<file path="src/rtl/addsub_arbiter.sv">
// -----------------------------------------------------------------------------
// addsub_arbiter
//   Shares one 16-bit saturating adder/subtractor between two requesters
//   (ALU side = requester 0, address/PC side = requester 1). Round-robin
//   arbitration under contention, operands latched at grant time, result and
//   overflow registered, one-cycle gnt and done pulses per operation.
//   Op latency is two clock edges; sustained throughput is one op per two
//   cycles.
//
// Ports:
//   clk_i            rising-edge clock
//   rst_i            synchronous reset, active-high
//   req0_i/req1_i    request; held high with operands stable until the grant
//   a0_i/b0_i        requester 0 operands
//   sub0_i           requester 0 op select (1 = A-B, 0 = A+B)
//   a1_i/b1_i        requester 1 operands
//   sub1_i           requester 1 op select
//   gnt0_o/gnt1_o    one-cycle pulse: that requester's operands were latched
//   done0_o/done1_o  one-cycle pulse: result_o/ovf_o valid for that requester
//   result_o         registered result, held until the next done
//   ovf_o            signed overflow on the op reported by result_o
//   busy_o           high while in CALC or RESP
// -----------------------------------------------------------------------------
module addsub_arbiter #(
    parameter int WIDTH  = 16,
    parameter bit SAT_EN = 1'b1
) (
    input  logic             clk_i,
    input  logic             rst_i,
    input  logic             req0_i,
    input  logic [WIDTH-1:0] a0_i,
    input  logic [WIDTH-1:0] b0_i,
    input  logic             sub0_i,
    input  logic             req1_i,
    input  logic [WIDTH-1:0] a1_i,
    input  logic [WIDTH-1:0] b1_i,
    input  logic             sub1_i,
    output logic             gnt0_o,
    output logic             gnt1_o,
    output logic             done0_o,
    output logic             done1_o,
    output logic [WIDTH-1:0] result_o,
    output logic             ovf_o,
    output logic             busy_o
);

    localparam logic [1:0] ST_IDLE = 2'd0;
    localparam logic [1:0] ST_CALC = 2'd1;
    localparam logic [1:0] ST_RESP = 2'd2;

    localparam logic [15:0] SAT_POS = 16'h7FFF;
    localparam logic [15:0] SAT_NEG = 16'h8000;

    // Shared add/subtract. Returns {ovf, result}. Subtraction is A + ~B + 1;
    // overflow is carry-into-MSB XOR carry-out-of-MSB. On overflow the sign of
    // A tells the direction: add overflows only when A and B share a sign, sub
    // only when A and ~B share a sign, so A's sign is the sign of the true
    // result in both cases.
    function automatic logic [16:0] addsub_f(
        input logic [15:0] a,
        input logic [15:0] b,
        input logic        sub,
        input logic        sat
    );
        logic [15:0] bx;
        logic [16:0] sum;
        logic        c15;
        logic        c16;
        logic        ov;
        logic [15:0] res;
        bx  = sub ? ~b : b;
        sum = {1'b0, a} + {1'b0, bx} + {16'h0000, sub};
        c16 = sum[16];
        c15 = a[15] ^ bx[15] ^ sum[15];
        ov  = c15 ^ c16;
        if (ov && sat) begin
            res = a[15] ? SAT_NEG : SAT_POS;
        end else begin
            res = sum[15:0];
        end
        return {ov, res};
    endfunction

    logic [1:0]       state_q, state_d;
    logic             last_grant_q;   // also identifies the owner of the op in flight
    logic [WIDTH-1:0] op_a_q;
    logic [WIDTH-1:0] op_b_q;
    logic             op_sub_q;
    logic             gnt0_q, gnt1_q;
    logic             done0_q, done1_q;
    logic [WIDTH-1:0] result_q;
    logic             ovf_q;
    logic             busy_q;

    logic             any_req_s;
    logic             accept_s;
    logic             calc_s;
    logic             winner_s;
    logic [WIDTH-1:0] sel_a_s;
    logic [WIDTH-1:0] sel_b_s;
    logic             sel_sub_s;
    logic [16:0]      alu_s;

    assign any_req_s = req0_i | req1_i;
    // New ops are only accepted from IDLE or RESP (back-to-back issue).
    assign accept_s  = any_req_s && ((state_q == ST_IDLE) || (state_q == ST_RESP));
    assign calc_s    = (state_q == ST_CALC);
    assign alu_s     = addsub_f(op_a_q, op_b_q, op_sub_q, SAT_EN);

    // Round-robin winner: a sole requester wins; on a tie the one not granted last wins.
    always_comb begin
        winner_s = 1'b0;
        if (req0_i && req1_i) begin
            winner_s = ~last_grant_q;
        end else if (req1_i) begin
            winner_s = 1'b1;
        end else begin
            winner_s = 1'b0;
        end
    end

    // Operand mux feeding the operand registers.
    always_comb begin
        sel_a_s   = a0_i;
        sel_b_s   = b0_i;
        sel_sub_s = sub0_i;
        if (winner_s) begin
            sel_a_s   = a1_i;
            sel_b_s   = b1_i;
            sel_sub_s = sub1_i;
        end else begin
            sel_a_s   = a0_i;
            sel_b_s   = b0_i;
            sel_sub_s = sub0_i;
        end
    end

    // Next-state logic for the IDLE -> CALC -> RESP sequencer.
    always_comb begin
        state_d = state_q;
        case (state_q)
            ST_IDLE: begin
                if (accept_s) begin
                    state_d = ST_CALC;
                end else begin
                    state_d = ST_IDLE;
                end
            end
            ST_CALC: begin
                state_d = ST_RESP;
            end
            ST_RESP: begin
                if (accept_s) begin
                    state_d = ST_CALC;
                end else begin
                    state_d = ST_IDLE;
                end
            end
            default: begin
                state_d = ST_IDLE;
            end
        endcase
    end

    // State, operand latches, registered handshake pulses and result.
    always_ff @(posedge clk_i) begin
        if (rst_i) begin
            state_q      <= ST_IDLE;
            last_grant_q <= 1'b1;
            op_a_q       <= '0;
            op_b_q       <= '0;
            op_sub_q     <= 1'b0;
            gnt0_q       <= 1'b0;
            gnt1_q       <= 1'b0;
            done0_q      <= 1'b0;
            done1_q      <= 1'b0;
            result_q     <= '0;
            ovf_q        <= 1'b0;
            busy_q       <= 1'b0;
        end else begin
            state_q <= state_d;
            busy_q  <= (state_d != ST_IDLE);
            gnt0_q  <= accept_s & ~winner_s;
            gnt1_q  <= accept_s &  winner_s;
            done0_q <= calc_s & ~last_grant_q;
            done1_q <= calc_s &  last_grant_q;
            if (accept_s) begin
                op_a_q       <= sel_a_s;
                op_b_q       <= sel_b_s;
                op_sub_q     <= sel_sub_s;
                last_grant_q <= winner_s;
            end
            if (calc_s) begin
                result_q <= alu_s[15:0];
                ovf_q    <= alu_s[16];
            end
        end
    end

    assign gnt0_o   = gnt0_q;
    assign gnt1_o   = gnt1_q;
    assign done0_o  = done0_q;
    assign done1_o  = done1_q;
    assign result_o = result_q;
    assign ovf_o    = ovf_q;
    assign busy_o   = busy_q;

endmodule

</file>
<file path="config.mk">
export PLATFORM = sky130hd
export DESIGN_NAME = addsub_arbiter
export DESIGN_NICKNAME = d
export VERILOG_FILES = /design/src/rtl/addsub_arbiter.sv
export SDC_FILE = /design/constraint.sdc
export NUM_CORES = 1
export LEC_CHECK = 0
export ABC_CLOCK_PERIOD_IN_PS = 3820
export CELL_PAD_IN_SITES_DETAIL_PLACEMENT = 1
export CELL_PAD_IN_SITES_GLOBAL_PLACEMENT = 2
export CORE_MARGIN = 8
export CORE_UTILIZATION = 28
export DETAILED_ROUTE_END_ITERATION = 16
export HOLD_SLACK_MARGIN = 0.15
export PLACE_DENSITY = 0.86
export REMOVE_ABC_BUFFERS = 1
export SLEW_MARGIN = 15
export SYNTH_ARGS = -nofsm -noshare
export SYNTH_HDL_FRONTEND = slang
export SYNTH_SLANG_ARGS = --single-unit
</file>
<file path="constraint.sdc">
create_clock -name clk_i -period 3.82 [get_ports clk_i]
set_input_delay 0.764 -clock clk_i [delete_from_list [all_inputs] [get_ports clk_i]]
set_output_delay 0.764 -clock clk_i [all_outputs]
set_load 0.02 [all_outputs]
</file>
# Word level (Yosys, flattened, before mapping)
# Index checks and enable logic that the tools add are counted.
# Widths: inputs -> output; s select.
# op_classes
n_addsub	2
eq_ne	2
n_mux	10
n_bitwise	11
reduce_logical	6
# op_table
cell	n
$mux 16	5
$add 16x16->17	1
$add 17x1->17	1
$not 16->16	1
$and 1x1->1	4
$mux 1	4
$pmux 2 s2	1
$xor 1x1->1	3
$eq 2x1->1 const B	1
$eq 2x2->1 const B	1
$logic_and 1x1->1	2
$logic_not 2->1	1
$not 1->1	2
$reduce_bool 2->1	1
$reduce_or 2->1	1
$logic_or 1x1->1	1
$or 1x1->1	1
# word_totals
regBits	58
input_bits	70

# Longest topological paths before layout
# Gate-level depths: netlist (run 1).
# logic_depth
depth_word	7
depth_mapped	12

# Worst setup path before layout (run 1)
# No wires, ideal clock.
# synth_path
kind	register -> register
from	reg op_sub_q
to	reg result_q[14] (netlist: result_o[14])
arrival_ns	2.983
t_required_ns	3.741
path_slack_ns	0.758
path_stages_with_launch	13
path_buffers	3
period_less_slack_ns	3.062
cell_sequence	dfxtp_1 -> buf_4 -> buf_1 -> xor2_1 -> fa_1 -> a211oi_1 -> o211a_1 -> or2_1 -> o32ai_4 -> a21o_1 -> a41o_1 -> buf_6 -> a211oi_2
# synth_between
elab_chain_len	6
word_cells_on_any_way	7
cone_classes	2 x add/sub; 2 x mux; 3 x bitwise
# synth_rtl
element	line	rtl
start: declaration	88	logic op_sub_q;
start signal: assignment	190	op_sub_q <= sel_sub_s;
$mux 16	71	bx = sub ? ~b : b;
$add 16x16->17	72	sum = {1'b0, a} + {1'b0, bx} + {16'h0000, sub};
$add 17x1->17	72	
$xor 1x1->1	74	c15 = a[15] ^ bx[15] ^ sum[15];
$xor 1x1->1	75	ov = c15 ^ c16;
$mux 16 *	76	if (ov && sat) begin
end signal: assignment	194	result_q <= alu_s[15:0];
end: declaration	91	logic [WIDTH-1:0] result_q;
# Mark *: on every way between the ends. The rest lies on a longest branch, timed or not.
# A chain may end at the register's enable or synchronous reset.

# Final worst setup path (run 1)
# layout_path
from	reg op_sub_q
to	reg result_q[11] (netlist: result_o[11])
# Same word-level chain as after synthesis.

==> impl_metrics.toml, run 1 <==
[clock_tree]
cts.path.max_buffers = 2
cts_tree = "yes"
cts_resized = 0
clk_latency_ns = 0.34
cts_root_buf = "clkbuf_8"
cts_sinks = 58
numCtsBuffers = 9
holdBufCountCts = 0
cts_setup_buffers = 0
path_clk_slew_ns = 0.07
h-tree-depth = 3

[route]
routed_via_density = 5.06
drtAntennaViolNets = 0
num_vias = 2949
wire_per_inst_um = 16.7
drcViolationCount = 0
drtPass1Iterations = 6
dr.first_iter.drc_count = 207
wl_mm = 9.72

[timing]
finalSetupTns_ns = 0
period_share_pct = 85.2
tightest_slew_ns = 0.735
relSlewSlack_pct = 50.9
setup_viol = 0
layout_setup_ws_ns = 0.565
timing.fmax_mhz = 307
layout_min_cycle_time_ns = 3.25
rsz0062_at_grt = "no"
hold_violations = 0
skew_ns = 0.00896
slew_viol_final = 0

[cells_and_area]
postLayoutCoreUtil_pct = 40.8
num-nets-final = 525
synthToLayoutAreaGrowth_pct = 42.1
drive_above_1_share_pct = 9.93
diodes = 0
fill_cells = 1275

[setup_path]
critical_path_class = "register to register"
crit_path_max_fanout = 14
crit_path_end_kind = "register"
rr_worst_depth = 10
worstSetupStartpoint = "op_sub_q"
rrSetupSlack_ns = 0.57
cp.required_ns = 4.02
arrival_ns = 3.46
reg2reg_from = "op_sub_q"
critPathCapture = "result_o[11]"
start_kind = "register"
timing.rr.end = "result_o[11]"

[floorplan]
die_height_um = 121
die_area_um2 = 14700
die_w_um = 121
rows = 38
boundaryPins = 92
start_util_pct = 28.7
core_area_um2 = 10800

[synthesis]
syn_area_um2 = 3110
synth-seq-cells = 58
post-synth-top-area-cell = "dfxtp_1"
yosysWarningCount = 0
ys_types = 44
postSynthAreaPerCell_um2 = 9.01
synthTopCellsByArea = "dfxtp_1 37%, a222oi_1 6.8%, ha_1 6.4%"
syn_inst = 345
yosysSeqAreaShare_pct = 37.3
synth_top_area_share_pct = 37.3

[pwr]
vdd_drop_max_v = 0.000157
finalPower_uw = 1890
p_leak_uw = 0.00183
p_per_area_nw_per_um2 = 427

[grt]
grt_pass1_vias = 3355
grt_overflow_total = 0
grt_use_total_pct = 13.8
grt_max_degree = 22
antenna_found_initial = 0
grt_pass1_wl_mm = 16.5

[hold_path]
hold_path.class = "register to register"

[outcome]
status = "completed"

[placement]
dp_hpwl_mm = 7.82
io_buffers = 91
place_congestion = 0.823
dp_slack_ns = 0.555

[run]
drv.max_cap_violation_count = 0
[final cells by class]
cell class | count | area, um^2 | area share (%)
multi-input combinational | 264 | 1860 | 42.1
sequential | 58 | 1160 | 26.3
timing repair buffer | 102 | 993 | 22.5
tap | 140 | 175 | 3.96
clock buffer | 10 | 138 | 3.12
clock inverter | 6 | 80.1 | 1.81
inverter | 3 | 11.3 | 0.255
[placed cells by master (no fill, tap or decap), types with 11 or more instances in the layout]
cell             synthesis  routed
nand2_1                 36      36
a22oi_1                 13      13
xor2_1                  20      20
clkdlybuf4s50_1          0      91
nor2_1                  51      51
ha_1                    16      16
a21oi_1                 14      14
buf_4                    1      11
a222oi_1                21      21
dfxtp_1                 58      58
[metrics by stage]
step           hold WS (ns)  instances  area, um^2
2_1_floorplan         0.422        325        3020
3_3_place_gp          0.438        567        4200
5_1_grt               0.478        583        4420
6_report              0.446        583        4420
4_1_cts               0.452        583        4420
3_5_place_dp          0.441        567        4200
[worst min-delay path by stage]
stage                     startpoint         end  slack [ns]  cells after the start
after floorplan           op_a_q[10]  op_a_q[10]        0.42                      2
final                      op_a_q[5]   op_a_q[5]        0.45                      2
after global routing      op_a_q[12]  op_a_q[12]        0.48                      2
after global placement     op_a_q[5]   op_a_q[5]        0.44                      2
after detailed placement   op_a_q[5]   op_a_q[5]        0.44                      2
after CTS                  op_a_q[5]   op_a_q[5]        0.45                      2
[registers in the layout (all words and copies together), names as in the netlist]
register      cells
done0_o           1
op_b_q           16
last_grant_q      1
gnt1_o            1
op_sub_q          1
busy_o            1
done1_o           1
gnt0_o            1
state_q           2
ovf_o             1
op_a_q           16
result_o         16
[where the power goes]
group          total [uW]  internal [uW]  switching, uW
logic                 562            267            295
registers             699            660           38.6
clock network         627            380            247
total                1890           1310            581
[logic make-up after synthesis]
logic type / share of synthesized area, %
buffers and inverters: 3.14
XOR/XNOR: 7.61
AO/OA/AOI/OAI: 28.3
flip-flops: 37.3
adder cells (fa/ha/maj): 7.08
multiplexers: 0.322
AND/OR/NAND/NOR: 16.3
[Yosys cell counts (all sizes together)]
cell      n
a21o      7
a2111oi   1
nor2     51
nor2b     6
o211ai    8
inv       3
dfxtp    58
a22oi    13
a221oi    2
or2       2
and2      4
o211a     1
a41oi     1
o21bai    4
a41o      1
nand2    36
nand3b    3
a211o     2
buf       4
a31oi     1
nand3     5
nor3      5
fa        1
ha       16
a211oi   15
o32ai     1
a21boi    2
mux2i     1
o221ai    1
nor3b     1
o21ai     8
a21oi    14
clkbuf   16
xnor2     7
a222oi   21
nand2b    1
and3      2
xor2     20
[metal layers]
metal | up-vias | wire, um | global-route usage, %
met2 | 98 | 4370 | 21.7
li1 | 1461 | - | -
met5 | - | 0 | 0
met1 | 1372 | 4430 | 16.6
met4 | 0 | 276 | 6.48
met3 | 18 | 647 | 4.70
[worst max-delay path, cell delays in order, from the launching register on]
cell      delay (ns)
dfxtp_1         0.41
buf_4           0.28
xor2_1          0.11
ha_1            0.38
o211ai_1        0.14
o211a_1         0.25
or2_1           0.29
o32ai_4         0.29
a21o_1          0.25
a41o_1          0.61
a211oi_1        0.10
(Power assumes the default switching activity.)
==> run 2: changes to the inputs <==
--- a/config.mk
+++ b/config.mk
@@ -5,14 +5,14 @@
 export SDC_FILE = /design/constraint.sdc
 export NUM_CORES = 1
 export LEC_CHECK = 0
-export ABC_CLOCK_PERIOD_IN_PS = 3820
+export ABC_CLOCK_PERIOD_IN_PS = 3900
 export CELL_PAD_IN_SITES_DETAIL_PLACEMENT = 1
 export CELL_PAD_IN_SITES_GLOBAL_PLACEMENT = 2
 export CORE_MARGIN = 8
-export CORE_UTILIZATION = 28
+export CORE_UTILIZATION = 30
 export DETAILED_ROUTE_END_ITERATION = 16
 export HOLD_SLACK_MARGIN = 0.15
-export PLACE_DENSITY = 0.86
+export PLACE_DENSITY = 0.91
 export REMOVE_ABC_BUFFERS = 1
 export SLEW_MARGIN = 15
 export SYNTH_ARGS = -nofsm -noshare
==> constraint.sdc (replaced) <==
create_clock -name clk_i -period 3.9 [get_ports clk_i]
set_input_delay 0.78 -clock clk_i [delete_from_list [all_inputs] [get_ports clk_i]]
set_output_delay 0.78 -clock clk_i [all_outputs]
set_load 0.02 [all_outputs]
==> run 2 against run 1 <==
- largest cell class unchanged
- fmax shrank 2.4%
- critical path type unchanged
- sequential share of layout area rose by 0.11 points
- hold slack better by 0.0058 ns
- global-route usage is 0.70 points higher
==> impl_metrics.toml, run 2 (synthesis results as in run 1) <==
[setup_path]
crit_path_max_fanout = 14
worstSetupStartpoint = "op_sub_q"
start_kind = "register"
timing.rr.end = "result_o[11]"
reg2reg_from = "op_sub_q"
cp.required_ns = 4.10
rrSetupSlack_ns = 0.56
critical_path_class = "register to register"
arrival_ns = 3.54
rr_worst_depth = 10
crit_path_end_kind = "register"

[timing]
layout_min_cycle_time_ns = 3.34
hold_violations = 0
timing.fmax_mhz = 300
finalHoldWorstSlack_ns = 0.452
rsz0062_at_grt = "no"
finalSetupTns_ns = 0
relSlewSlack_pct = 50.4
setup_viol = 0
slew_viol_final = 0
period_share_pct = 85.5
skew_ns = 0.00555
tightest_slew_ns = 0.742

[floorplan]
rows = 37
core_area_um2 = 10200
boundaryPins = 92
die_area_um2 = 13900
die_w_um = 118
die_height_um = 118
start_util_pct = 30.5

[placement]
io_buffers = 91
dp_hpwl_mm = 7.97
dpl-instance-area_um2 = 4200
place_congestion = 0.839

[clock_tree]
clk_latency_ns = 0.34
h-tree-depth = 3
cts_resized = 0
path_clk_slew_ns = 0.07
cts_sinks = 58
cts_root_buf = "clkbuf_8"
cts.path.max_buffers = 2
cts_setup_buffers = 0
cts_tree = "yes"
holdBufCountCts = 0
numCtsBuffers = 9

[hold_path]
min_path_cells = 2
holdPathEnd = "op_a_q[12]"
hp-start = "op_a_q[12]"
hold_path.class = "register to register"

[route]
dr.first_iter.drc_count = 209
drcViolationCount = 0
wire_per_inst_um = 17.0
wl_mm = 9.85
routed_via_density = 5.13
drtPass1Iterations = 6
drtAntennaViolNets = 0
num_vias = 2970

[cells_and_area]
drive_above_1_share_pct = 9.93
final_cell_mix = "91 x clkdlybuf4s50_1, 58 x dfxtp_1, 51 x nor2_1"
final_common_cell = "clkdlybuf4s50_1"
final_cell_area_um2 = 4400
diodes = 0
synthToLayoutAreaGrowth_pct = 41.5
num-nets-final = 525

[grt]
grt_use_total_pct = 14.5
grt_pass1_wl_mm = 16.7
antenna_found_initial = 0
grt_pass1_vias = 3251
grt_overflow_total = 0
grt_max_degree = 22

[pwr]
vdd_drop_max_v = 0.000177
p_leak_uw = 0.00182
p_per_area_nw_per_um2 = 410
finalPower_uw = 1800

[run]
drv.max_cap_violation_count = 0

[outcome]
status = "completed"
run 2: cell types whose count changed in the layout (fill, tap and decap cells not counted), sizes merged:
cell	change
clkinvlp	+1
clkinv	-1
bufinv	-1
clkbuf	+1
run 2: power breakdown:
| part | internal, uW | total, uW | leakage [uW] | switching [uW] |
|---|---|---|---|---|
| sequential | 647 | 685 | 0.000478 | 37.8 |
| clock | 326 | 571 | 0.000105 | 245 |
| combinational | 261 | 548 | 0.00123 | 287 |
run 2: final cells by class:
cell class / count / area [um^2]
timing repair buffer: 102 / 993
fill: 1196 / 5790
inverter: 3 / 11.3
sequential: 58 / 1160
clock inverter: 5 / 52.6
clock buffer: 11 / 151
tap: 136 / 170
multi-input combinational: 264 / 1860
run 2: through the flow:
step           worst slack, ns  util, %  cells
2_1_floorplan            0.781        -    325
5_1_grt                  0.338     43.2    579
3_5_place_dp             0.594     41.2    563
6_report                 0.564     43.2    579
3_3_place_gp             0.735     41.2    563
4_1_cts                  0.561     43.2    579
run 2: how the worst max path moves through the flow:
stage / to / slack [ns]
after CTS: result_o[11] / 0.56
after floorplan: result_o[11] / 0.78
after detailed placement: result_o[11] / 0.59
after global placement: result_o[11] / 0.73
final: result_o[11] / 0.56
after global routing: result_o[11] / 0.34
run 2: routing by layer:
layer | vias up | routed length, um | GRT usage (%)
li1 | 1463 | - | -
met1 | 1398 | 4510 | 17.7
met2 | 97 | 4590 | 23.8
met3 | 12 | 619 | 4.46
met4 | 0 | 128 | 4.96
met5 | - | 0 | 0
run 2: critical path, cell delays in order (launching register included):
cell and delay, ns:
dfxtp_1 0.41, buf_4 0.29, xor2_1 0.10, ha_1 0.39, o211ai_1 0.14, o211a_1 0.25, or2_1 0.29, o32ai_4 0.31
a21o_1 0.28, a41o_1 0.63, a211oi_1 0.10
